===== src/rtl/regfile_pkg.sv =====
// regfile_pkg: shared definitions for the multi-port register file.
//   - rf_state_e    : clear-engine state (ST_IDLE, ST_CLEAR)
//   - RF_DEFAULT_W  : default entry width
//   - RF_DEFAULT_DEPTH : default entry count
//   - rf_parity()   : even parity (XOR reduction) of a zero-extended word
// Optional feature macro used by the files that import this package:
//   REGFILE_PARITY_EN
package regfile_pkg;

    typedef enum logic {
        ST_IDLE  = 1'b0,
        ST_CLEAR = 1'b1
    } rf_state_e;

    localparam int unsigned RF_DEFAULT_W     = 32;
    localparam int unsigned RF_DEFAULT_DEPTH = 32;

    // Widest word the parity helper accepts; callers zero-extend, which
    // leaves the XOR reduction unchanged.
    localparam int unsigned RF_PAR_MAX_W = 256;

    function automatic logic rf_parity(input logic [RF_PAR_MAX_W-1:0] d);
        return ^d;
    endfunction

endpackage


===== src/rtl/regfile_rd_port.sv =====
// regfile_rd_port: one registered read port of regfile_mp.
// Ports:
//   clk, rst      : clock, synchronous active-high reset (output flop -> 0)
//   i_force_zero  : clear engine active; lane registers 0
//   i_addr        : read address
//   i_ent         : array entry at i_addr (data, plus parity bit when enabled)
//   i_we0/1, i_waddr0/1, i_wdata0/1 : effective write strobes for bypass
//   o_data        : registered read data
//   o_perr        : registered parity error (REGFILE_PARITY_EN only)
// Optional feature macro: REGFILE_PARITY_EN
module regfile_rd_port
    import regfile_pkg::*;
#(
    parameter int unsigned DATA_W   = RF_DEFAULT_W,
    parameter int unsigned ADDR_W   = 5,
    parameter int unsigned ZERO_REG = 1,
`ifdef REGFILE_PARITY_EN
    localparam int unsigned ENT_W   = DATA_W + 1
`else
    localparam int unsigned ENT_W   = DATA_W
`endif
) (
    input  logic              clk,
    input  logic              rst,
    input  logic              i_force_zero,
    input  logic [ADDR_W-1:0] i_addr,
    input  logic [ENT_W-1:0]  i_ent,
    input  logic              i_we0,
    input  logic [ADDR_W-1:0] i_waddr0,
    input  logic [DATA_W-1:0] i_wdata0,
    input  logic              i_we1,
    input  logic [ADDR_W-1:0] i_waddr1,
    input  logic [DATA_W-1:0] i_wdata1,
`ifdef REGFILE_PARITY_EN
    output logic              o_perr,
`endif
    output logic [DATA_W-1:0] o_data
);

    logic [DATA_W-1:0] r_data;
    logic [DATA_W-1:0] w_data_nxt;
    logic              w_perr_nxt;

    always_comb begin
        w_data_nxt = i_ent[DATA_W-1:0];
`ifdef REGFILE_PARITY_EN
        w_perr_nxt = i_ent[DATA_W] ^ rf_parity(RF_PAR_MAX_W'(i_ent[DATA_W-1:0]));
`else
        w_perr_nxt = 1'b0;
`endif
        // Port 1 is checked first so it wins when both writes hit this address.
        if (i_we1 && (i_waddr1 == i_addr)) begin
            w_data_nxt = i_wdata1;
            w_perr_nxt = 1'b0;
        end else if (i_we0 && (i_waddr0 == i_addr)) begin
            w_data_nxt = i_wdata0;
            w_perr_nxt = 1'b0;
        end
        if ((ZERO_REG != 0) && (i_addr == '0)) begin
            w_data_nxt = '0;
            w_perr_nxt = 1'b0;
        end
        if (i_force_zero) begin
            w_data_nxt = '0;
            w_perr_nxt = 1'b0;
        end
    end

    always_ff @(posedge clk) begin
        if (rst) r_data <= '0;
        else     r_data <= w_data_nxt;
    end

    assign o_data = r_data;

`ifdef REGFILE_PARITY_EN
    logic r_perr;
    always_ff @(posedge clk) begin
        if (rst) r_perr <= 1'b0;
        else     r_perr <= w_perr_nxt;
    end
    assign o_perr = r_perr;
`else
    logic w_unused_perr;
    assign w_unused_perr = w_perr_nxt;
`endif

endmodule


===== src/rtl/regfile_mp.sv =====
// regfile_mp: parametrised register file, NUM_RD registered read ports,
// two prioritised write ports (port 1 wins), write-first bypass, optional
// hardwired-zero entry 0, and a sequential clear engine (one entry/cycle).
// Ports:
//   clk, rst            : clock, synchronous active-high reset (starts a clear)
//   clear_req           : pulse requesting a full clear (ignored while busy)
//   busy                : clear engine running
//   rd_addr / rd_data   : packed read ports, lane k at [k*W +: W]
//   we0/waddr0/wdata0   : write port 0 (ALU writeback)
//   we1/waddr1/wdata1   : write port 1 (load writeback, higher priority)
//   rd_perr             : per-lane parity error (REGFILE_PARITY_EN only)
// Optional feature macro: REGFILE_PARITY_EN
module regfile_mp
    import regfile_pkg::*;
#(
    parameter int unsigned DATA_W   = RF_DEFAULT_W,
    parameter int unsigned DEPTH    = RF_DEFAULT_DEPTH,
    parameter int unsigned NUM_RD   = 2,
    parameter int unsigned ZERO_REG = 1,
    localparam int unsigned ADDR_W  = $clog2(DEPTH)
) (
    input  logic                     clk,
    input  logic                     rst,
    input  logic                     clear_req,
    output logic                     busy,
    input  logic [NUM_RD*ADDR_W-1:0] rd_addr,
    output logic [NUM_RD*DATA_W-1:0] rd_data,
`ifdef REGFILE_PARITY_EN
    output logic [NUM_RD-1:0]        rd_perr,
`endif
    input  logic                     we0,
    input  logic [ADDR_W-1:0]        waddr0,
    input  logic [DATA_W-1:0]        wdata0,
    input  logic                     we1,
    input  logic [ADDR_W-1:0]        waddr1,
    input  logic [DATA_W-1:0]        wdata1
);

`ifdef REGFILE_PARITY_EN
    localparam int unsigned ENT_W = DATA_W + 1;
`else
    localparam int unsigned ENT_W = DATA_W;
`endif
    localparam logic [ADDR_W-1:0] CLR_LAST = ADDR_W'(DEPTH - 1);

    rf_state_e         r_state;
    rf_state_e         w_state_nxt;
    logic [ADDR_W-1:0] r_clr_cnt;
    logic [ADDR_W-1:0] w_clr_cnt_nxt;

    logic [ENT_W-1:0]  r_mem [DEPTH];

    logic              w_idle;
    logic              w_clr_wr;
    logic              w_we0;
    logic              w_we1;
    logic [ENT_W-1:0]  w_went0;
    logic [ENT_W-1:0]  w_went1;

    // ---------------- clear engine FSM ----------------
    always_ff @(posedge clk) begin
        if (rst) begin
            r_state   <= ST_CLEAR;
            r_clr_cnt <= '0;
        end else begin
            r_state   <= w_state_nxt;
            r_clr_cnt <= w_clr_cnt_nxt;
        end
    end

    always_comb begin
        w_state_nxt   = r_state;
        w_clr_cnt_nxt = '0;
        unique case (r_state)
            ST_IDLE: begin
                if (clear_req) w_state_nxt = ST_CLEAR;
            end
            ST_CLEAR: begin
                if (r_clr_cnt == CLR_LAST) begin
                    w_state_nxt = ST_IDLE;
                end else begin
                    w_clr_cnt_nxt = r_clr_cnt + 1'b1;
                end
            end
            default: w_state_nxt = ST_CLEAR;
        endcase
    end

    assign busy   = (r_state == ST_CLEAR);
    assign w_idle = (r_state == ST_IDLE) && !rst;

    // ---------------- write path ----------------
    // Effective enables already exclude dropped writes (clear, reset, entry 0),
    // so the read ports can bypass from them directly.
    assign w_clr_wr = (r_state == ST_CLEAR) && !rst;
    assign w_we0    = we0 && w_idle && !((ZERO_REG != 0) && (waddr0 == '0));
    assign w_we1    = we1 && w_idle && !((ZERO_REG != 0) && (waddr1 == '0));

`ifdef REGFILE_PARITY_EN
    assign w_went0 = {rf_parity(RF_PAR_MAX_W'(wdata0)), wdata0};
    assign w_went1 = {rf_parity(RF_PAR_MAX_W'(wdata1)), wdata1};
`else
    assign w_went0 = wdata0;
    assign w_went1 = wdata1;
`endif

    // No reset on the array: it is cleared by the engine so it can map to RAM.
    // Port 1 is written last so it overrides port 0 on an address collision.
    always_ff @(posedge clk) begin
        if (w_clr_wr) r_mem[r_clr_cnt] <= '0;
        if (w_we0)    r_mem[waddr0]    <= w_went0;
        if (w_we1)    r_mem[waddr1]    <= w_went1;
    end

    // ---------------- read ports ----------------
    for (genvar k = 0; k < NUM_RD; k++) begin : g_rd
        logic [ADDR_W-1:0] w_addr;
        logic [ENT_W-1:0]  w_ent;

        assign w_addr = rd_addr[k*ADDR_W +: ADDR_W];
        assign w_ent  = r_mem[w_addr];

        regfile_rd_port #(
            .DATA_W   (DATA_W),
            .ADDR_W   (ADDR_W),
            .ZERO_REG (ZERO_REG)
        ) u_rd_port (
            .clk          (clk),
            .rst          (rst),
            .i_force_zero (r_state == ST_CLEAR),
            .i_addr       (w_addr),
            .i_ent        (w_ent),
            .i_we0        (w_we0),
            .i_waddr0     (waddr0),
            .i_wdata0     (wdata0),
            .i_we1        (w_we1),
            .i_waddr1     (waddr1),
            .i_wdata1     (wdata1),
`ifdef REGFILE_PARITY_EN
            .o_perr       (rd_perr[k]),
`endif
            .o_data       (rd_data[k*DATA_W +: DATA_W])
        );
    end

endmodule


===== config.mk =====
export PLATFORM = sky130hd
export DESIGN_NAME = regfile_mp
export DESIGN_NICKNAME = d
export VERILOG_FILES = /design/src/rtl/regfile_pkg.sv /design/src/rtl/regfile_rd_port.sv /design/src/rtl/regfile_mp.sv
export SDC_FILE = /design/constraint.sdc
export NUM_CORES = 2
export LEC_CHECK = 0
export CAP_MARGIN = 15
export CORE_MARGIN = 4
export CORE_UTILIZATION = 40
export DETAILED_ROUTE_END_ITERATION = 8
export GPL_TIMING_DRIVEN = 0
export SLEW_MARGIN = 20
export SYNTH_ARGS = -nofsm -noshare
export SYNTH_HDL_FRONTEND = slang
export SYNTH_SLANG_ARGS = --single-unit

===== constraint.sdc =====
create_clock -name clk -period 8.8 [get_ports clk]
set_input_delay 1.76 -clock clk [delete_from_list [all_inputs] [get_ports clk]]
set_output_delay 1.76 -clock clk [all_outputs]
set_load 0.01 [all_outputs]

==> reports/results.tsv <==
metric	value	unit
power_frac_seq	45.6	%
hold_path_depth	1	
synth_area_leader_cell	edfxtp_1	
die_y	401.5	um
wl_per_cell	39.65	um
hold_violations	0	
netSwitchingFraction	26.63	%
power_density	172.7	nW/um2
ys_seq_area_share	51.92	%
finalClockSkew	28.40	ps
grt_overflow_total	0	
die_x	401.5	um
grt_usage	38.33	%
min_to	r_clr_cnt[0]	
internal_power	9.111	mW
ctsResizeCount	0	
slowest_stage	nand2_1	
required	9400	ps
rows	144	
max_freq	0.1452	GHz
vias	56123	
crit_type	in -> reg	
arrival	7480	ps
critPathTopFamily	buffers and inverters	
path_clk_slew	60	ps
status	finished, final reports clean	
synth_cells	5628	
synthTopCellsByArea	edfxtp_1 50%, mux4_2 9.3%, mux2i_1 8.3%, o21ai_0 8.1%, nand2_1 6.6%	
dr.pass1.iters	9	
numCtsBuffers	130	
synth_edf_count	1024	
hp-start	r_clr_cnt[0]	
ant_nets	0	
clockBufferDepth	3	
tightest_slew	1358	ps
rsz0062_at_grt	no	
synth.cell_area	61930	um2
clk_latency	800	ps
r2r_end	r_mem[31][23]	
cp_num_buf_inv	4	
start_util	40.20	%
avgSynthCellArea	11.00	um2
pre_cts_ws	1715	ps
grt_pass1_wl	425300	um
antenna_found_initial	27	
grt_pass1_vias	51869	
die_area	161200	um2
worstReg2RegStart	busy	
drc	0	
max-vdd-ir-drop	199.6	uV
cts.sinks	1094	
drv_slew	0	
start_kind	primary input	
drt_iter0_drc	11312	
p_leak	22.72	nW
clock_power_share	44.3	%
synth-seq-cells	1094	
design.core.area	154000	um2
async_reset_ff_share	0	%
routed_wl	320600	um
power_frac_comb	10.2	%
cpMostUsedCell	clkbuf_1	
viasPerCell	6.942	
cp_max_fo	10	
yosys.area.top_type_share	49.65	%
power.switching	3.308	mW
ios	154	
synth_ff_type	edfxtp_1	
fin_crit_sh	78.28	%
final_nets	6025	
layout_setup_ws	1911	ps
path_cells	clkdlybuf4s50_1 -> clkbuf_1 -> nand2_1 -> nor2_2 -> buf_6 -> clkbuf_1 -> a22oi_1 -> nand4_1 -> a31oi_1 -> o21ai_1	
synth_cell_types	75	
synth-warning-count	0	
syn_to_final_growth	16.15	%
r2r_slack	4310	ps
clockRootBuffer	clkbuf_16	
reg2reg_depth	7	
cts_setup_buffers	0	
finalCoreUtilization	46.69	%
stdcell_count	8084	
syn-num-nets	5719	
place_hpwl	239100	um
cap_violations	0	
numPortBuffers	110	
dp_cells	7845	
whs	555.2	ps
fin_crit	6889	ps
postCtsHoldBufs	0	
cts_tree	yes	
min_path_type	reg -> reg	
setup_viol	0	
maxSlewHeadroom	9.499	%
drive_gt1_share	13.46	%
gp_congestion	1.072	
slowest_delay	960	ps
htreeDepth	4	
finalSetupTns	0	ps
end_kind	register	
grt_max_degree	24	
==> power groups by stage <==
stage / combinational, mW / sequential (mW) / clock, mW
2_1_floorplan: 0.590 / 5.76 / 0
3_3_place_gp: 1.13 / 5.77 / 0
3_5_place_dp: 1.17 / 5.77 / 0
4_1_cts: 1.18 / 5.66 / 5.44
5_1_grt: 1.23 / 5.66 / 5.64
6_report: 1.26 / 5.66 / 5.50
==> logic make-up after synthesis <==
kind of cell	after synthesis	share of synthesized area, %
compound gates	1648	16.05
xor+xnor	16	0.2384
fa+ha+maj	2	0.04040
buf+inv	732	4.960
flops	1094	51.92
mux	776	17.73
simple gates	1360	9.066
==> per-layer routing <==
layer / track usage, % / vias to the layer above / part of all wire (%)
met4: 27.83 / 10 / 9.5
met1: 48.63 / 27608 / 34
met5: 0 / - / 0.023
met2: 53.83 / 5466 / 40
li1: - / 21927 / -
met3: 13.79 / 1112 / 16
==> how the worst max path moves through the flow <==
stage | from | end | slack [ps] | depth (start not counted)
global placement | we0 | r_mem[24][15] | -530 | 7
finish | rd_addr[8] | g_rd[1].u_rd_port.o_data[5] | 1910 | 10
CTS | rd_addr[9] | g_rd[1].u_rd_port.o_data[6] | 2490 | 9
global route | rd_addr[9] | g_rd[1].u_rd_port.o_data[6] | 2170 | 9
floorplan | waddr0[3] | r_mem[5][0] | 3650 | 7
detailed placement | rd_addr[9] | g_rd[1].u_rd_port.o_data[6] | 1710 | 9
==> final cells by class <==
class	instances	area (um2)
diodes	9	22.52
plain buffers	692	2975
clock buffers	154	3411
clock inverters	75	742.0
fillers	14098	82120
inverters	40	150.1
multi-input cells	3802	27190
flip-flops and latches	1094	32150
well taps	2044	2557
repair buffers	174	2726
==> sequential cells by signal, indices dropped and copies added, names as in the netlist <==
| register | count |
|---|---|
| busy | 1 |
| g_rd.u_rd_port.o_data | 64 |
| r_clr_cnt | 5 |
| r_mem | 1024 |
==> synth_stat cells, drive strengths merged, types with 3 or more instances <==
library cell  number
a221oi            13
or2                9
nor2b             10
clkbuf           501
a22oi            327
inv               40
a22o              66
nand3            107
mux4             256
o21ai           1029
dfxtp             70
a21oi              9
and3               9
xor2               5
o41ai             32
nand4             31
a31oi             59
mux2               6
nor4               4
o2111ai           30
buf              191
nor2              48
nand2           1093
o22ai             35
or3                4
nor3b              5
o31a              29
xnor2             11
nand2b            12
nand3b             3
a32o               3
edfxtp          1024
nor3               4
and2              12
mux2i            514
o211ai             3
==> layout by cell type, fill, tap and decap left out, types with 7 or more instances in the layout <==
cell type	instances
buf_4	16
o21ai_0	997
nor2_1	41
clkinv_1	27
buf_16	54
diode_2	9
and3_1	9
clkbuf_16	133
o21ai_1	31
nand4_1	31
a221oi_1	13
a22o_1	66
or2_2	9
o31a_1	29
nand2_1	1092
a21oi_1	7
clkbuf_1	465
o41ai_1	32
a31oi_1	59
o2111ai_1	30
clkbuf_2	56
clkinv_2	21
edfxtp_1	1024
xnor2_1	10
mux4_2	256
a22oi_1	324
dfxtp_1	70
buf_2	156
nor2b_1	9
and2_1	12
inv_1	39
mux2i_1	514
nand3_1	107
o22ai_4	32
buf_1	12
buf_6	10
nand2b_1	12
clkdlybuf4s50_1	110
bufinv_16	12
==> through the flow <==
| stage | area (um2) | total power [mW] |
|---|---|---|
| finish | 71930 | 12.42 |
| global route | 71910 | 12.53 |
| CTS | 71890 | 12.27 |
| detailed placement | 67740 | 6.942 |
| global placement | 65590 | 6.903 |
| floorplan | 61930 | 6.353 |
Note: power is estimated with default switching activity, not from simulation.
